$ cat src/rtl/mem_port_arbiter_pkg.sv
// Shared widths, FSM encodings, access-size codes and IO-space selector for mem_port_arbiter.
package mem_port_arbiter_pkg;

    localparam int unsigned ADDR_TYPE = 32;
    localparam int unsigned DATA_TYPE = 32;
    localparam int unsigned INST_TYPE = 32;

    localparam logic [1:0] SIZE_B = 2'b00;
    localparam logic [1:0] SIZE_H = 2'b01;
    localparam logic [1:0] SIZE_W = 2'b10;

    localparam logic [1:0] IO_HI_DEFAULT = 2'b11;

    typedef enum logic [1:0] {
        StIdle  = 2'b00,
        StFetch = 2'b01,
        StLoad  = 2'b10,
        StStore = 2'b11
    } state_e;

    // Byte count of an access; the reserved size code behaves as a word.
    function automatic logic [2:0] size_bytes(input logic [1:0] size);
        logic [2:0] n;
        case (size)
            SIZE_B:  n = 3'd1;
            SIZE_H:  n = 3'd2;
            default: n = 3'd4;
        endcase
        return n;
    endfunction

endpackage

$ cat src/rtl/mem_port_arbiter.sv
// Arbitrates fetch and load/store requests onto the 8-bit RAM/IO bus, one byte per cycle.
// Optional MEM_IO_WRITE_GAP_EN: idle bus cycle after every IO-space write byte.
module mem_port_arbiter
    import mem_port_arbiter_pkg::*;
#(
    parameter logic [1:0] IO_HI = IO_HI_DEFAULT
) (
    input  logic                 i_clk,
    input  logic                 i_rst_n,
    input  logic                 i_rdy,
    input  logic                 i_clear,
    input  logic                 i_if_start,
    input  logic [ADDR_TYPE-1:0] i_if_pc,
    output logic                 o_if_finish,
    output logic [INST_TYPE-1:0] o_if_inst,
    input  logic                 i_ls_ena,
    input  logic                 i_ls_wr,
    input  logic [1:0]           i_ls_size,
    input  logic [ADDR_TYPE-1:0] i_ls_addr,
    input  logic [DATA_TYPE-1:0] i_ls_wdata,
    output logic                 o_ls_finish,
    output logic [DATA_TYPE-1:0] o_ls_rdata,
    input  logic [7:0]           i_mem_din,
    output logic [7:0]           o_mem_dout,
    output logic [ADDR_TYPE-1:0] o_mem_a,
    output logic                 o_mem_wr,
    input  logic                 i_io_buffer_full
);

    state_e                r_state;
    state_e                w_state_next;
    logic [2:0]            r_cnt;
    logic [2:0]            r_len;
    logic [ADDR_TYPE-1:0]  r_base;
    logic [DATA_TYPE-1:0]  r_wdata;
    logic [DATA_TYPE-1:0]  r_buf;
    logic                  r_gap;
    logic                  r_if_finish;
    logic                  r_ls_finish;
    logic [INST_TYPE-1:0]  r_if_inst;
    logic [DATA_TYPE-1:0]  r_ls_rdata;

    logic [ADDR_TYPE-1:0]  w_addr;
    logic [2:0]            w_rd_idx;
    logic [1:0]            w_byte_idx;
    logic [DATA_TYPE-1:0]  w_buf_next;
    logic                  w_reading;
    logic                  w_rd_last;
    logic                  w_io;
    logic                  w_stall;
    logic                  w_wr_fire;
    logic                  w_gap_needed;
    logic                  w_st_done;
    logic                  w_accept;

    assign w_addr     = r_base + {29'b0, r_cnt};
    assign w_io       = (w_addr[17:16] == IO_HI);
    assign w_reading  = (r_state == StFetch) || (r_state == StLoad);
    assign w_rd_last  = w_reading && (r_cnt == r_len);
    assign w_stall    = (r_state == StStore) && !r_gap && w_io && i_io_buffer_full;
    assign w_wr_fire  = (r_state == StStore) && !r_gap && !w_stall;
    assign w_byte_idx = r_cnt[1:0] - 2'd1;
    assign w_accept   = !i_clear && !r_if_finish && !r_ls_finish && (i_ls_ena || i_if_start);

`ifdef MEM_IO_WRITE_GAP_EN
    assign w_gap_needed = w_io;
`else
    assign w_gap_needed = 1'b0;
`endif

    assign w_st_done = (w_wr_fire && !w_gap_needed && (r_cnt == r_len - 3'd1))
                     || (r_state == StStore && r_gap && r_cnt == r_len);

    // While frozen, re-present the address whose byte is still pending capture.
    assign w_rd_idx = (!i_rdy && r_cnt != 3'd0) ? r_cnt - 3'd1 : r_cnt;

    always_comb begin
        w_buf_next = r_buf;
        if (w_reading && r_cnt != 3'd0) begin
            w_buf_next[{w_byte_idx, 3'b000} +: 8] = i_mem_din;
        end
    end

    always_ff @(posedge i_clk or negedge i_rst_n) begin
        if (!i_rst_n) begin
            r_state <= StIdle;
        end else if (i_rdy) begin
            r_state <= w_state_next;
        end
    end

    always_comb begin
        w_state_next = r_state;
        case (r_state)
            StIdle: begin
                if (w_accept) begin
                    if (i_ls_ena) w_state_next = i_ls_wr ? StStore : StLoad;
                    else          w_state_next = StFetch;
                end
            end
            StFetch, StLoad: if (i_clear || w_rd_last) w_state_next = StIdle;
            StStore:         if (w_st_done)            w_state_next = StIdle;
            default:         w_state_next = StIdle;
        endcase
    end

    always_comb begin
        o_mem_a    = '0;
        o_mem_dout = '0;
        o_mem_wr   = 1'b0;
        case (r_state)
            StFetch, StLoad: begin
                if (w_rd_idx < r_len) o_mem_a = r_base + {29'b0, w_rd_idx};
            end
            StStore: begin
                if (!r_gap) begin
                    o_mem_a    = w_addr;
                    o_mem_dout = r_wdata[{r_cnt[1:0], 3'b000} +: 8];
                    o_mem_wr   = i_rdy && !w_stall;
                end
            end
            default: ;
        endcase
    end

    always_ff @(posedge i_clk or negedge i_rst_n) begin
        if (!i_rst_n) begin
            r_cnt       <= '0;
            r_len       <= '0;
            r_base      <= '0;
            r_wdata     <= '0;
            r_buf       <= '0;
            r_gap       <= 1'b0;
            r_if_finish <= 1'b0;
            r_ls_finish <= 1'b0;
            r_if_inst   <= '0;
            r_ls_rdata  <= '0;
        end else if (i_rdy) begin
            r_if_finish <= (r_state == StFetch) && w_rd_last && !i_clear;
            r_ls_finish <= ((r_state == StLoad) && w_rd_last && !i_clear) || w_st_done;
            case (r_state)
                StIdle: begin
                    r_cnt <= '0;
                    r_gap <= 1'b0;
                    if (w_accept) begin
                        r_base  <= i_ls_ena ? i_ls_addr : i_if_pc;
                        r_len   <= i_ls_ena ? size_bytes(i_ls_size) : 3'd4;
                        r_wdata <= i_ls_wdata;
                        r_buf   <= '0;
                    end
                end
                StFetch, StLoad: begin
                    r_buf <= w_buf_next;
                    r_cnt <= (w_state_next == StIdle) ? 3'd0 : r_cnt + 3'd1;
                    if (w_rd_last && !i_clear) begin
                        if (r_state == StFetch) r_if_inst  <= w_buf_next;
                        else                    r_ls_rdata <= w_buf_next;
                    end
                end
                StStore: begin
                    if (w_st_done) begin
                        r_cnt <= '0;
                        r_gap <= 1'b0;
                    end else if (r_gap) begin
                        r_gap <= 1'b0;
                    end else if (w_wr_fire) begin
                        r_cnt <= r_cnt + 3'd1;
                        r_gap <= w_gap_needed;
                    end
                end
                default: ;
            endcase
        end
    end

    assign o_if_finish = r_if_finish;
    assign o_if_inst   = r_if_inst;
    assign o_ls_finish = r_ls_finish;
    assign o_ls_rdata  = r_ls_rdata;

endmodule

$ cat config.mk
export PLATFORM = sky130hd
export DESIGN_NAME = mem_port_arbiter
export DESIGN_NICKNAME = d
export VERILOG_FILES = /design/src/rtl/mem_port_arbiter_pkg.sv /design/src/rtl/mem_port_arbiter.sv
export SDC_FILE = /design/constraint.sdc
export NUM_CORES = 1
export LEC_CHECK = 0
export ABC_AREA = 1
export CAP_MARGIN = 20
export CORE_MARGIN = 3
export CORE_UTILIZATION = 50
export CTS_BUF_LIST = sky130_fd_sc_hd__clkbuf_4 sky130_fd_sc_hd__clkbuf_8
export DETAILED_ROUTE_END_ITERATION = 6
export HOLD_SLACK_MARGIN = 0.15
export PLACE_DENSITY = 0.84
export SLEW_MARGIN = 20
export SYNTH_ARGS = -nofsm -noshare
export SYNTH_HDL_FRONTEND = slang
export SYNTH_SLANG_ARGS = --single-unit
$ cat constraint.sdc
create_clock -name i_clk -period 7.2 [get_ports i_clk]
set_input_delay 1.08 -clock i_clk [delete_from_list [all_inputs] [get_ports i_clk]]
set_output_delay 1.08 -clock i_clk [all_outputs]
set_load 0.02 [all_outputs]
==> out/qor.yml <==
detailed_routing:
  wl_per_cell_um: 16.3
  drtAntennaViolNets: 0
  route.vias.total: 9669
  detail_route.vias_per_cell: 5.42
  drt_wl_total_um: 29100
  detail_route.drc_violations: 0
  drtIter0Drc: 856
  drt_pass1_iterations: 5
die:
  core-area_sq_mm: 0.0190
  initial_core_util: 0.518
  die_width_um: 146
  core.rowCount: 50
  io_pins: 221
  die_area_sq_mm: 0.0214
  fp.dieH_um: 146
cts:
  cts_root_buf: "sky130_fd_sc_hd__clkbuf_8"
  clock_sink_count: 170
  tritoncts_buffers: 17
  post-cts-setup-buffer-count: 0
  cts-hold-fix-buffers: 0
  tritoncts_clock_tree: "done"
  cts_max_path_buffers: 2
  post_cts_resize_count: 0
  cts.reportedPaths.clkPinSlew_ns: 0.10
  htree_levels: 4
  clkLatencyLatePin_ns: 0.48
status:
  status: "complete, no violations"
job:
  drv_cap: 0
timing:
  fin_crit_sh: 0.899
  timing.setup.tns_ns: 0
  slew_headroom: 0.349
  period_minus_slack_ns: 6.47
  final-hold-violation-count: 0
  timing.clock.skew_ns: 0.0158
  final_count_of_negative_setup_slack_endpoints: 0
  rsz_0062_raised_after_global_routing: "no"
  finalMaxSlewViolations: 0
  max_slew.worst_pin.slew_ns: 0.973
  clock.fmax_mhz: 154
setup_path:
  cp_max_fo: 20
  critical-path-slowest-cell: "sky130_fd_sc_hd__dfrtp_1"
  crit_path_cell_trace: "inv_1 > ha_1 > o21ai_0 > ha_1 > o21ai_1 > nand2_1 > nand2_1 > nand2_2 > inv_1 > o21ai_0 > a311oi_1 > clkdlybuf4s50_1"
  required_time_of_the_critical_path_ns: 6.12
  critical_path.reg2reg.startpoint: "o_if_finish"
  timing.setup.critical_path_class: "reg -> out"
  worstSetupEndpointType: "primary output"
  path_delay_family: "buffers and inverters"
  critPathLaunchType: "flop"
  timing.critical_path.slowest_cell_delay_ns: 0.82
  startpoint: "r_cnt[1]"
  crit_arrival_ns: 5.39
  worst-path-buf-inv: 3
logic_synthesis:
  ys_dominant_reg_cell: "sky130_fd_sc_hd__dfrtp_1"
  number_of_warnings_printed_during_yosys_synthesis: 0
  ys_async_sr_fraction: 1.00
  mappedNetlistNets: 1463
  synth-seq-cells: 170
  mappedNetlistArea_sq_mm: 0.00986
  post_synth.cell_area_avg_sq_um: 7.44
  yosysUniqueCellTypes: 48
  synth_enable_flop_cells: 0
  seq_area_frac_synth: 0.431
  syn_inst: 1326
power:
  cellLeakagePower_nw: 5.51
  pwr_density_cell_mw_per_mm2: 401
  irDropWorstVdd_mv: 0.223
  totalPowerFinal_mw: 5.05
cells_and_area:
  finalNetCount: 1647
  layout.filler_cells: 1634
  insertedDiodeCount: 0
  post_route_cells_drive_above_1_share: 0.0598
  area_delta_synth_final_pct: 27.6
  finish.cell_count_without_fillers: 1783
global_route:
  first_global_vias: 8950
  grt_start_max_net_pins: 74
  grt_antenna_before_repair: 0
  grt_first_pass_wirelength_um: 47100
  globalRouteTotalUtil: 0.270
  grt_overflow: 0
placed_design:
  placed_instances: 1751
  placement.io_buffers: 220
  gp_routability_congestion: 1.01
  dp_hpwl_um: 21500
hold_path:
  hold_class: "reg -> reg"
  hold_path.startpoint: "r_wdata[27]"
worst reg2reg max path: stages, from the launching register on:
cell and delay (ns):
sky130_fd_sc_hd__dfrtp_1 0.43, sky130_fd_sc_hd__nor4_4 0.38, sky130_fd_sc_hd__nand3_2 0.71, sky130_fd_sc_hd__inv_2 0.96
sky130_fd_sc_hd__buf_4 0.55, sky130_fd_sc_hd__nor2_1 0.09, sky130_fd_sc_hd__a31oi_1 0.16
metal layers:
metal	up-vias	share of wire	GRT usage
met4	0	0.023	0.0818
met2	402	0.45	0.412
met3	57	0.075	0.0574
met1	4510	0.45	0.390
li1	4700	-	-
met5	-	0	0
through the flow:
step / util / worst slack, ns / hold slack (ns) / cell area (sq um)
global route: 0.661 / 0.433 / 0.497 / 12600
global placement: 0.639 / 1.24 / 0.456 / 12200
detailed placement: 0.639 / 1.06 / 0.461 / 12200
floorplan: - / 2.59 / 0.444 / 9860
CTS: 0.661 / 0.819 / 0.486 / 12600
finish: 0.661 / 0.726 / 0.487 / 12600
cell type report:
type                       instances  area [sq um]  area share
inverter                         143           539      0.0429
sequential                       170          4250       0.338
clock inverter                    14           175      0.0139
multi-input combinational        947          4760       0.378
timing repair buffer             231          2290       0.182
tap                              260           325      0.0259
clock buffer                      18           241      0.0192
state kept, by name, indices dropped and copies added (netlist names):
| name | flops |
|---|---|
| o_if_inst | 32 |
| o_ls_rdata | 32 |
| r_base | 32 |
| r_buf | 32 |
| r_wdata | 32 |
| r_cnt | 3 |
| r_len | 3 |
| r_state | 2 |
| o_if_finish | 1 |
| o_ls_finish | 1 |
logic make-up after synthesis:
kind of cell	Yosys count	synth area share
AND/OR/NAND/NOR	632	0.274
AO/OA/AOI/OAI	280	0.166
buffers and inverters	209	0.0872
flip-flops	170	0.431
adder cells (fa/ha/maj)	23	0.0307
XOR/XNOR	12	0.0107
cells in the final DEF, fill, tap and decap left out, types with 4 or more instances in the layout:
cell type	n
sky130_fd_sc_hd__inv_6	5
sky130_fd_sc_hd__clkbuf_8	17
sky130_fd_sc_hd__o21a_1	32
sky130_fd_sc_hd__ha_1	21
sky130_fd_sc_hd__inv_2	5
sky130_fd_sc_hd__xor2_1	12
sky130_fd_sc_hd__o211ai_1	4
sky130_fd_sc_hd__nand2_2	12
sky130_fd_sc_hd__o22ai_1	36
sky130_fd_sc_hd__buf_4	11
sky130_fd_sc_hd__a31oi_1	36
sky130_fd_sc_hd__or2_2	4
sky130_fd_sc_hd__o21ai_1	4
sky130_fd_sc_hd__nor2_2	6
sky130_fd_sc_hd__nor4_1	6
sky130_fd_sc_hd__clkdlybuf4s50_1	219
sky130_fd_sc_hd__nor2_1	139
sky130_fd_sc_hd__inv_1	136
sky130_fd_sc_hd__nand3_2	6
sky130_fd_sc_hd__nand4_1	7
sky130_fd_sc_hd__nand2_1	369
sky130_fd_sc_hd__nor3_1	14
sky130_fd_sc_hd__o21ai_0	92
sky130_fd_sc_hd__nand3_1	56
sky130_fd_sc_hd__dfrtp_1	170
sky130_fd_sc_hd__a21oi_1	63
synthesized netlist by cell type, types with 3 or more instances:
cell type / number / share of area
sky130_fd_sc_hd__nand2_1: 370 / 0.14
sky130_fd_sc_hd__dfrtp_1: 170 / 0.43
sky130_fd_sc_hd__nor2_1: 139 / 0.053
sky130_fd_sc_hd__inv_1: 136 / 0.052
sky130_fd_sc_hd__o21ai_0: 92 / 0.047
sky130_fd_sc_hd__a21oi_1: 63 / 0.032
sky130_fd_sc_hd__nand3_1: 56 / 0.028
sky130_fd_sc_hd__clkbuf_1: 41 / 0.016
sky130_fd_sc_hd__a31oi_1: 36 / 0.023
sky130_fd_sc_hd__o22ai_1: 36 / 0.023
sky130_fd_sc_hd__o21a_1: 32 / 0.024
sky130_fd_sc_hd__ha_1: 21 / 0.027
sky130_fd_sc_hd__buf_2: 18 / 0.0091
sky130_fd_sc_hd__nor3_1: 14 / 0.0071
sky130_fd_sc_hd__xor2_1: 12 / 0.011
sky130_fd_sc_hd__nand2_2: 11 / 0.0070
sky130_fd_sc_hd__nand4_1: 7 / 0.0044
sky130_fd_sc_hd__nand3_2: 6 / 0.0061
sky130_fd_sc_hd__nor2_2: 6 / 0.0038
sky130_fd_sc_hd__nor4_1: 6 / 0.0038
sky130_fd_sc_hd__inv_2: 5 / 0.0019
sky130_fd_sc_hd__o211ai_1: 4 / 0.0030
sky130_fd_sc_hd__o21ai_1: 4 / 0.0020
sky130_fd_sc_hd__or2_2: 4 / 0.0025
sky130_fd_sc_hd__nor4_2: 3 / 0.0038
sky130_fd_sc_hd__nor4_4: 3 / 0.0065
sky130_fd_sc_hd__o221ai_1: 3 / 0.0027
where the power goes:
part           switching [mW]  leakage [nW]  internal (mW)
logic                    1.60          3.13           1.04
clock network           0.396         0.211          0.327
registers               0.358          2.17           1.33
total                    2.35          5.51           2.70
path summary, 6_finish.rpt:
path	depth (start not counted)	endpoint	slack, ns
min in group asynchronous	1	r_base[1]	0.61
max in group asynchronous	2	r_cnt[2]	5.46
setup reg to reg	6	r_base[28]	3.83
hold reg to reg	2	r_wdata[27]	0.49
setup / recovery	12	o_mem_a[7]	0.73
hold / removal	2	r_wdata[27]	0.49
Power figures use the tool's default switching activity.
